$ cat src/rtl/vga_timing_pkg.sv
// VGA 800x600 timing constants, lock FSM states and pixel type
// shared by the capture monitor and the display driver.
package vga_timing_pkg;

  localparam int H_SYNC_800 = 128;
  localparam int H_BACK_800 = 88;
  localparam int H_ACT_800 = 800;
  localparam int H_PER_800 = 1056;
  localparam int V_SYNC_600 = 4;
  localparam int V_BACK_600 = 23;
  localparam int V_ACT_600 = 600;
  localparam int V_PER_600 = 628;

  localparam int CW = 11;
  localparam logic [CW-1:0] CNT_MAX = '1;

  typedef enum logic [1:0] {
    ST_SEARCH,
    ST_MEASURE,
    ST_LOCKED
  } lock_st_e;

  typedef struct packed {
    logic [3:0] r;
    logic [3:0] g;
    logic [3:0] b;
  } rgb444_t;

endpackage

$ cat src/rtl/vga_sync_meter.sv
// Sync edge detector with saturating counter and width/period checks.
// cnt_o is the post-update count of the current cycle.
module vga_sync_meter
  import vga_timing_pkg::*;
#(
  parameter int W_SYNC = 128,
  parameter int PERIOD = 1056
) (
  input  logic          clk_vga,
  input  logic          reset_n,
  input  logic          sync_i,
  input  logic          step_i,
  output logic          fall_o,
  output logic          rise_o,
  output logic [CW-1:0] cnt_o,
  output logic          err_width_o,
  output logic          err_period_o
);

  logic          prev_q;
  logic [CW-1:0] cnt_q, cnt_d;
  logic          sat;

  assign fall_o = prev_q & ~sync_i;
  assign rise_o = ~prev_q & sync_i;
  assign sat    = step_i & (cnt_q == CNT_MAX);
  assign cnt_o  = cnt_d;

  // count steps since the last falling edge, saturating
  always_comb begin
    cnt_d = cnt_q;
    if (fall_o) cnt_d = '0;
    else if (step_i && !sat) cnt_d = cnt_q + 1'b1;
  end

  // width checked on rise, period checked on fall
  always_comb begin
    err_width_o  = rise_o && (int'(cnt_d) != W_SYNC);
    err_period_o = (fall_o && (int'(cnt_q) + 1 != PERIOD))
                || (sat && !fall_o);
  end

  // edge history and counter state
  always_ff @(posedge clk_vga or negedge reset_n) begin
    if (!reset_n) begin
      prev_q <= 1'b1;
      cnt_q  <= '0;
    end else begin
      prev_q <= sync_i;
      cnt_q  <= cnt_d;
    end
  end

endmodule

$ cat src/rtl/vga_capture_monitor.sv
// Passive VGA receiver: sync checking, lock acquisition and
// coordinate-tagged pixel capture with per-frame checksum.
module vga_capture_monitor
  import vga_timing_pkg::*;
#(
  parameter int H_SYNC      = H_SYNC_800,
  parameter int H_BACK      = H_BACK_800,
  parameter int H_ACTIVE    = H_ACT_800,
  parameter int H_PERIOD    = H_PER_800,
  parameter int V_SYNC      = V_SYNC_600,
  parameter int V_BACK      = V_BACK_600,
  parameter int V_ACTIVE    = V_ACT_600,
  parameter int V_PERIOD    = V_PER_600,
  parameter int PIX_DELAY   = 1,
  parameter int LOCK_FRAMES = 2
) (
  input  logic        clk_vga,
  input  logic        reset_n,
  input  logic        i_hs,
  input  logic        i_vs,
  input  logic [3:0]  i_red,
  input  logic [3:0]  i_green,
  input  logic [3:0]  i_blue,
  input  logic        i_err_clear,
  output logic        o_pix_valid,
  output logic [10:0] o_pix_x,
  output logic [10:0] o_pix_y,
  output logic [11:0] o_pix_rgb,
  output logic        o_frame_start,
  output logic        o_frame_done,
  output logic [31:0] o_frame_checksum,
  output logic [15:0] o_frame_count,
  output logic        o_locked,
  output logic        o_err_hperiod,
  output logic        o_err_hsync,
  output logic        o_err_vperiod,
  output logic        o_err_vsync
);

  localparam int X_OFF = H_SYNC + H_BACK + PIX_DELAY;
  localparam int Y_OFF = V_SYNC + V_BACK;

  logic          hs_q, vs_q, clr_q;
  rgb444_t       rgb_q;
  logic          h_fall, h_rise, v_fall, v_rise;
  logic [CW-1:0] hcnt, vcnt;
  logic          e_hs, e_hp, e_vs, e_vp, viol;
  lock_st_e      st_q, st_d;
  logic [7:0]    good_q, good_d;
  logic          locked, open, done, in_win, pix_v;
  logic          cap_q, cap_d;
  logic [31:0]   acc_q, acc_d;
  logic [3:0]    err_q, err_d;

  // single input register stage on every pin
  always_ff @(posedge clk_vga or negedge reset_n) begin
    if (!reset_n) begin
      hs_q  <= 1'b1;
      vs_q  <= 1'b1;
      clr_q <= 1'b0;
      rgb_q <= '0;
    end else begin
      hs_q  <= i_hs;
      vs_q  <= i_vs;
      clr_q <= i_err_clear;
      rgb_q <= {i_red, i_green, i_blue};
    end
  end

  vga_sync_meter #(.W_SYNC(H_SYNC), .PERIOD(H_PERIOD)) u_h (
    .clk_vga(clk_vga), .reset_n(reset_n),
    .sync_i(hs_q), .step_i(1'b1),
    .fall_o(h_fall), .rise_o(h_rise), .cnt_o(hcnt),
    .err_width_o(e_hs), .err_period_o(e_hp)
  );

  vga_sync_meter #(.W_SYNC(V_SYNC), .PERIOD(V_PERIOD)) u_v (
    .clk_vga(clk_vga), .reset_n(reset_n),
    .sync_i(vs_q), .step_i(h_fall),
    .fall_o(v_fall), .rise_o(v_rise), .cnt_o(vcnt),
    .err_width_o(e_vs), .err_period_o(e_vp)
  );

  assign viol   = e_hs | e_hp | e_vs | e_vp;
  assign locked = (st_q == ST_LOCKED);
  assign in_win = (int'(hcnt) >= X_OFF)
               && (int'(hcnt) < X_OFF + H_ACTIVE)
               && (int'(vcnt) >= Y_OFF)
               && (int'(vcnt) < Y_OFF + V_ACTIVE);

  // lock FSM next state
  always_comb begin
    st_d   = st_q;
    good_d = good_q;
    unique case (st_q)
      ST_SEARCH: if (v_fall) begin
        st_d   = ST_MEASURE;
        good_d = '0;
      end
      ST_MEASURE: if (viol) begin
        st_d = ST_SEARCH;
      end else if (v_fall) begin
        good_d = good_q + 8'd1;
        if (int'(good_d) >= LOCK_FRAMES) st_d = ST_LOCKED;
      end
      ST_LOCKED: if (viol) st_d = ST_SEARCH;
      default: st_d = ST_SEARCH;
    endcase
  end

  // frame capture control and checksum accumulation
  always_comb begin
    open  = v_fall & locked & ~viol;
    done  = open & cap_q;
    pix_v = cap_q & locked & ~viol & in_win;
    cap_d = cap_q;
    if (v_fall) cap_d = open;
    else if (viol || !locked) cap_d = 1'b0;
    acc_d = acc_q;
    if (open) acc_d = '0;
    else if (pix_v) acc_d = acc_q + 32'(rgb_q);
  end

  // sticky error flags, set wins over clear, ignored in SEARCH
  always_comb begin
    err_d = err_q & {4{~clr_q}};
    if (st_q != ST_SEARCH) err_d = err_d | {e_hp, e_hs, e_vp, e_vs};
  end

  // control state registers
  always_ff @(posedge clk_vga or negedge reset_n) begin
    if (!reset_n) begin
      st_q   <= ST_SEARCH;
      good_q <= '0;
      cap_q  <= 1'b0;
      acc_q  <= '0;
      err_q  <= '0;
    end else begin
      st_q   <= st_d;
      good_q <= good_d;
      cap_q  <= cap_d;
      acc_q  <= acc_d;
      err_q  <= err_d;
    end
  end

  // registered pixel and frame outputs
  always_ff @(posedge clk_vga or negedge reset_n) begin
    if (!reset_n) begin
      o_pix_valid      <= 1'b0;
      o_pix_x          <= '0;
      o_pix_y          <= '0;
      o_pix_rgb        <= '0;
      o_frame_start    <= 1'b0;
      o_frame_done     <= 1'b0;
      o_frame_checksum <= '0;
      o_frame_count    <= '0;
    end else begin
      o_pix_valid   <= pix_v;
      o_frame_start <= open;
      o_frame_done  <= done;
      if (pix_v) begin
        o_pix_x   <= hcnt - CW'(X_OFF);
        o_pix_y   <= vcnt - CW'(Y_OFF);
        o_pix_rgb <= rgb_q;
      end
      if (done) begin
        o_frame_checksum <= acc_q;
        o_frame_count    <= o_frame_count + 16'd1;
      end
    end
  end

  assign o_locked      = locked;
  assign o_err_hperiod = err_q[3];
  assign o_err_hsync   = err_q[2];
  assign o_err_vperiod = err_q[1];
  assign o_err_vsync   = err_q[0];

  logic unused_rise;
  assign unused_rise = h_rise ^ v_rise;

endmodule

$ cat config.mk
export PLATFORM = sky130hd
export DESIGN_NAME = vga_capture_monitor
export DESIGN_NICKNAME = d
export VERILOG_FILES = /design/src/rtl/vga_timing_pkg.sv /design/src/rtl/vga_sync_meter.sv /design/src/rtl/vga_capture_monitor.sv
export SDC_FILE = /design/constraint.sdc
export NUM_CORES = 1
export LEC_CHECK = 0
export ABC_CLOCK_PERIOD_IN_PS = 8800
export CORE_MARGIN = 1
export CORE_UTILIZATION = 45
export CTS_BUF_LIST = sky130_fd_sc_hd__clkbuf_16
export CTS_CLUSTER_DIAMETER = 100
export DETAILED_ROUTE_END_ITERATION = 12
export PLACE_DENSITY_LB_ADDON = 0.2
export SLEW_MARGIN = 20
export SYNTH_ARGS = -nofsm -noshare
export SYNTH_HDL_FRONTEND = slang
export SYNTH_SLANG_ARGS = --single-unit
$ cat constraint.sdc
create_clock -name clk_vga -period 8.8 [get_ports clk_vga]
set_input_delay 0.88 -clock clk_vga [delete_from_list [all_inputs] [get_ports clk_vga]]
set_output_delay 0.88 -clock clk_vga [all_outputs]
set_load 0.02 [all_outputs]
# == Word-level counts from Yosys, hierarchy flattened ==
# Cells that the tools add are included.
# totals
reg_bits,171
in_bits,17
output_inout_bits,90
word_cells,116
# op_classes
n_addsub,9
n_lt_le_gt_ge,5
eq_ne,14
muxes,19
bitwise,22
reduce_logical,24
# op_table
op,count
$mux 32,2
$mux 11,4
$add 32x12->32,1
$ne 32x11->1 const B,1
$ne 32x12->1 const B,1
$add 11x1->12 const B,2
$mux 8,3
$add 11x1->11 const B,2
$eq 11x11->1 const B,2
$lt 11x10->1 const B,2
$add 16x1->16 const B,1
$pmux 8 s2,1
$and 1x1->1,11
$ge 11x5->1 const B,1
$ge 11x8->1 const B,1
$ne 11x4->1 const B,1
$ne 11x9->1 const B,1
$sub 11x5->11 const B,1
$sub 11x8->11 const B,1
$logic_and 1x1->1,10
$mux 2,5
$add 8x1->8 const B,1
$ge 8x2->1 const B,1
$reduce_and 4->1,2
other kinds (17),35

# == Logic depth before layout (Yosys ltp) ==
# depth
ltp_word,16
mapped_depth,19
mapped_depth_nobuf,15

# == By module ==
# Synthesis repeated with hierarchy kept, for this count alone.
# unflattened
cells_unflattened,960
hier_area_um2,8828.5
# by_module_without_submodules
mod,n_inst,cells_each,area_each_um2,seq_area_each_um2
vga_capture_monitor,1,739,6897.9,3681.0
vga_sync_meter (u_h),1,113,972.2,301.5
vga_sync_meter (u_v),1,108,958.4,301.5

# == Least setup slack after synthesis ==
# Ideal clock, no wire load.
# synth_timing
path_kind,flip-flop to flip-flop
startpoint,register u_h.cnt_q[0]
endpoint,register acc_q[21]
setup_time_ns,0.126
t_arrival_ns,3.487
required_time_ns,8.674
slack_ns,5.187
path_stages_with_launch,16
path_buffers,2
period_less_slack_ns,3.613
cell_sequence,dfrtp_1 > ha_1 > buf_2 > nand2_1 > nor4_1 > mux2i_1 > or2_2 > ha_1 > inv_1 > nor4b_1 > a311o_1 > o311ai_4 > nor2_1 > o21ai_4 > buf_6 > a221o_1
# synth_between
elab_chain_len,12
word_cells_on_any_way,25
cone_classes,2 x add/sub; 2 x order compare; 3 x eq/ne; 3 x mux; 7 x bitwise; 8 x reduce/logical
# synth_rtl
element,line_no,text
start: declaration,vga_sync_meter.sv:21,"logic [CW-1:0] cnt_q, cnt_d;"
start signal: assignment,vga_sync_meter.sv:50,cnt_q <= cnt_d;
$add 11x1->11 / $eq 11x11->1 (equally long branches),"vga_sync_meter.sv:33, vga_sync_meter.sv:26",
$mux 11,vga_sync_meter.sv:33,else if (step_i && !sat) cnt_d = cnt_q + 1'b1;
$mux 11,vga_sync_meter.sv:32,if (fall_o) cnt_d = '0;
$ne 11x9->1,vga_sync_meter.sv:38,err_width_o = rise_o && (int'(cnt_d) != W_SYNC);
$logic_and 1x1->1,vga_sync_meter.sv:38,
$or 1x1->1 (3 in a row),vga_capture_monitor.sv:84,assign viol = e_hs | e_hp | e_vs | e_vp;
$not 1->1,"vga_capture_monitor.sv:113, vga_capture_monitor.sv:115",
$and 1x1->1 (2 in a row),vga_capture_monitor.sv:115,pix_v = cap_q & locked & ~viol & in_win;
$reduce_bool 2->1 (no line),n/a,
end signal: assignment,vga_capture_monitor.sv:136,acc_q <= '0;
end signal: assignment,vga_capture_monitor.sv:142,acc_q <= acc_d;
end: declaration,vga_capture_monitor.sv:52,"logic [31:0] acc_q, acc_d;"
# Several ways; a longest one is shown, not always the timed one.
# A chain may end at the register's enable or synchronous reset.

# == Worst setup path after layout ==
# layout_timing
startpoint,register u_h.cnt_q[0]
endpoint,register acc_q[2]
# Same word-level chain as after synthesis.

==> run_results.csv <==
group,metric,value,unit
status,status,"completed",
clock_network,htree_levels,4,
die,die-area,20500,µm²
clock_network,cts_buffers,17,
clock_network,ctsRootBufferMaster,"clkbuf_16",
die,rows,51,
worst_hold_path,min_path_type,"in -> async",
die,die_height,143,µm
critical_path,arrival,5.56,ns
global_routing,grt_overflow,0,
timing,drv_slew,0,
detailed_routing,wl,20500,µm
clock_network,cts_hold_buf,0,
logic_synthesis,synthSimpleGateAreaFrac,0.180,
die,io_pins,107,
critical_path,worstPathMaxFanout,71,
clock_network,path_clk_slew,0.07,ns
pwr,design_power_total,1740,µW
logic_synthesis,ys_ff_latch,171,
critical_path,critPathKind,"reg -> reg",
logic_synthesis,synth-edff-count,0,
placement,portBuffers,106,
placement,post-dp-hpwl,14200,µm
clock_network,cts_resized,0,
detailed_routing,first_pass_iters,4,
detailed_routing,drt_iter0_drc,408,
logic_synthesis,yosysSeqAreaShare,0.479,
logic_synthesis,syn_nets,889,
global_routing,grt_pass1_vias,6365,
pwr,p_per_area,162,nW/µm²
global_routing,grt_start_max_net_pins,72,
global_routing,grt_pass1_wl,33600,µm
clock_network,cts_tree,"done",
logic_synthesis,synthesis.area,8950,µm²
flow_run,cap_violations,0,
detailed_routing,vias_per_cell,5.58,
cells_and_area,nFillCells,1720,
timing,worstMarginPinSlew,1.03,ns
timing,relSlewSlack,0.311,
logic_synthesis,ys_types,84,
die,die_w,143,µm
placement,place.gp.congestion,0.894,
logic_synthesis,yosys_warnings,0,
pwr,peakVddDrop,118,µV
critical_path,cp-start-kind,"flop",
logic_synthesis,synth.avg_cell_area,10.6,µm²
cells_and_area,regArea,4280,µm²
logic_synthesis,ys.flop_type,"dfrtp_1",
critical_path,worst_setup_path_end_kind,"flop",
logic_synthesis,synth_fa_ha_area_frac,0.0344,
logic_synthesis,synth_xor_area_frac,0.0480,
timing,fin_skew,0.0115,ns
global_routing,antenna_found_initial,0,
detailed_routing,antenna_left,0,
pwr,p_leak,0.00473,µW
cells_and_area,multi_input_area,4280,µm²
detailed_routing,dr_total_vias,6741,
timing,period_share,0.590,
die,core,19500,µm²
logic_synthesis,synth_compound_area_frac,0.149,
cells_and_area,diodes,0,
timing,rsz0062_at_grt,"no",
clock_network,clock_path_buffers,2,
die,start_util,0.460,
detailed_routing,drc,0,
detailed_routing,wire_per_inst,16.9,µm
timing,final-hold-violation-count,0,
clock_network,cts_sinks,171,
timing,setup_viol,0,
clock_network,clock_latency,0.43,ns
critical_path,required,9.17,ns
logic_synthesis,synth_top_family_by_area,"simple AND/OR/NAND/NOR gates",
logic_synthesis,synth.area.mux_share,0.0646,
timing,setup_tns,0,ns
global_routing,track_usage,0.211,
cells_and_area,final_nets,971,
logic_synthesis,syn_inst,848,
timing,fmax,0.193,GHz
clock_network,cts_setup_buffers,0,
cells_and_area,final_layout_size_suffix_gt1_frac,0.117,
timing,period_needed,5.19,ns
cells_and_area,syn_to_final_growth,19.8,%
logic_synthesis,synth-async-reset-ratio,1.00,
## registers in the layout, summed over array words and instances (netlist names), 8 cells and up
| register | flops |
|---|---|
| acc_q | 32 |
| o_frame_checksum | 32 |
| o_frame_count | 16 |
| o_pix_rgb | 12 |
| rgb_q | 12 |
| o_pix_x | 11 |
| o_pix_y | 11 |
| u_h.cnt_q | 11 |
| u_v.cnt_q | 11 |
| good_q | 8 |
## Yosys cell counts, types with 10 or more instances
library cell,n,share of area
inv_1,34,0.014
buf_4,10,0.0084
dfrtp_1,167,0.47
nor3_1,12,0.0067
a21oi_1,20,0.011
xnor2_1,36,0.035
nand4_1,34,0.024
mux2_2,46,0.058
a31oi_1,10,0.0070
o21ai_0,39,0.022
buf_2,23,0.013
nand2_1,63,0.026
nor2b_1,13,0.0091
nor2_1,49,0.021
xor2_1,13,0.013
ha_1,23,0.032
nand3_1,26,0.015
and3_1,19,0.013
## worst paths after layout
path	from	endpoint	slack [ns]	cells after the start
worst min register to register	vs_q	u_v.prev_q	0.40	0
worst max register to register	u_h.cnt_q[0]	acc_q[2]	3.61	13
min in group clk_vga	vs_q	u_v.prev_q	0.40	0
worst max-delay path	u_h.cnt_q[0]	acc_q[2]	3.61	13
max in group asynchronous	reset_n	o_pix_rgb[4]	7.27	2
worst min-delay path	reset_n	u_h.cnt_q[1]	0.40	1
## cells in the final DEF, fill, tap and decap left out, types with 5 or more instances in the layout
cell             instances
nand3_1                 26
dfrtp_1                167
nor2b_1                 13
o21ai_0                 39
a21oi_1                 20
xnor2_1                 36
o211ai_1                 8
mux2i_1                  6
o21ai_1                  5
nand2b_1                 9
a22o_1                   9
nor2_1                  48
a221o_1                  9
nor4_1                   9
and4_1                   6
or4_1                    8
or2_2                    5
nor3_1                  12
a211oi_1                 5
a31oi_1                 10
o31ai_1                  8
inv_1                   35
buf_4                    5
a21o_1                   7
nand2_1                 63
clkbuf_16               17
nand4_1                 34
clkdlybuf4s50_1        105
or3_1                    6
and3_1                  19
ha_1                    23
o22ai_1                  5
xor2_1                  13
nor3b_1                  9
mux2_2                  46
## power by group
| group | internal [µW] | total, µW | switching (µW) |
|---|---|---|---|
| Combinational | 61.7 | 152 | 90.4 |
| Sequential | 803 | 833 | 30.2 |
| Clock | 424 | 756 | 331 |
## cell families after synthesis
family / after synthesis
AO/OA/AOI/OAI: 176
XOR/XNOR: 49
adder cells (fa/ha/maj): 24
buffers and inverters: 82
flip-flops: 171
multiplexers: 52
AND/OR/NAND/NOR: 294
## stage by stage
stage / utilization / worst slack (ns) / instances / cell area (µm²) / hold WS (ns)
floorplan: - / 5.19 / 848 / 8950 / 0.365
global placement: 0.520 / 3.80 / 1176 / 10100 / 0.383
detailed placement: 0.520 / 3.62 / 1176 / 10100 / 0.387
CTS: 0.551 / 3.59 / 1208 / 10700 / 0.398
global route: 0.551 / 3.12 / 1208 / 10700 / 0.403
finish: 0.551 / 3.61 / 1208 / 10700 / 0.396
## cell type report
cell class,instances,area share
clock buffers,17,0.0397
multi-input cells,595,0.400
inverters,34,0.0119
flip-flops and latches,171,0.400
well taps,265,0.0309
clock inverters,15,0.0158
repair buffers,111,0.103
## layer usage
metal	GRT usage	vias up	part of all wire
met5	0	-	0
met3	0.0436	22	0.042
met4	0.0583	0	0.012
li1	-	3276	-
met2	0.322	157	0.45
met1	0.303	3286	0.50
## worst max-delay path: stages (launching register included)
cell and delay, ns:
dfrtp_1 0.49, ha_1 0.36, nand2_1 0.17, nor4_1 0.80
mux2i_1 0.25, or2_2 0.15, ha_1 0.21, inv_1 0.08
nor4b_1 0.32, a311o_1 0.31, o311ai_4 0.16, nand4bb_4 0.95
inv_1 0.64, a32o_1 0.23
Power figures use the tool's default switching activity.
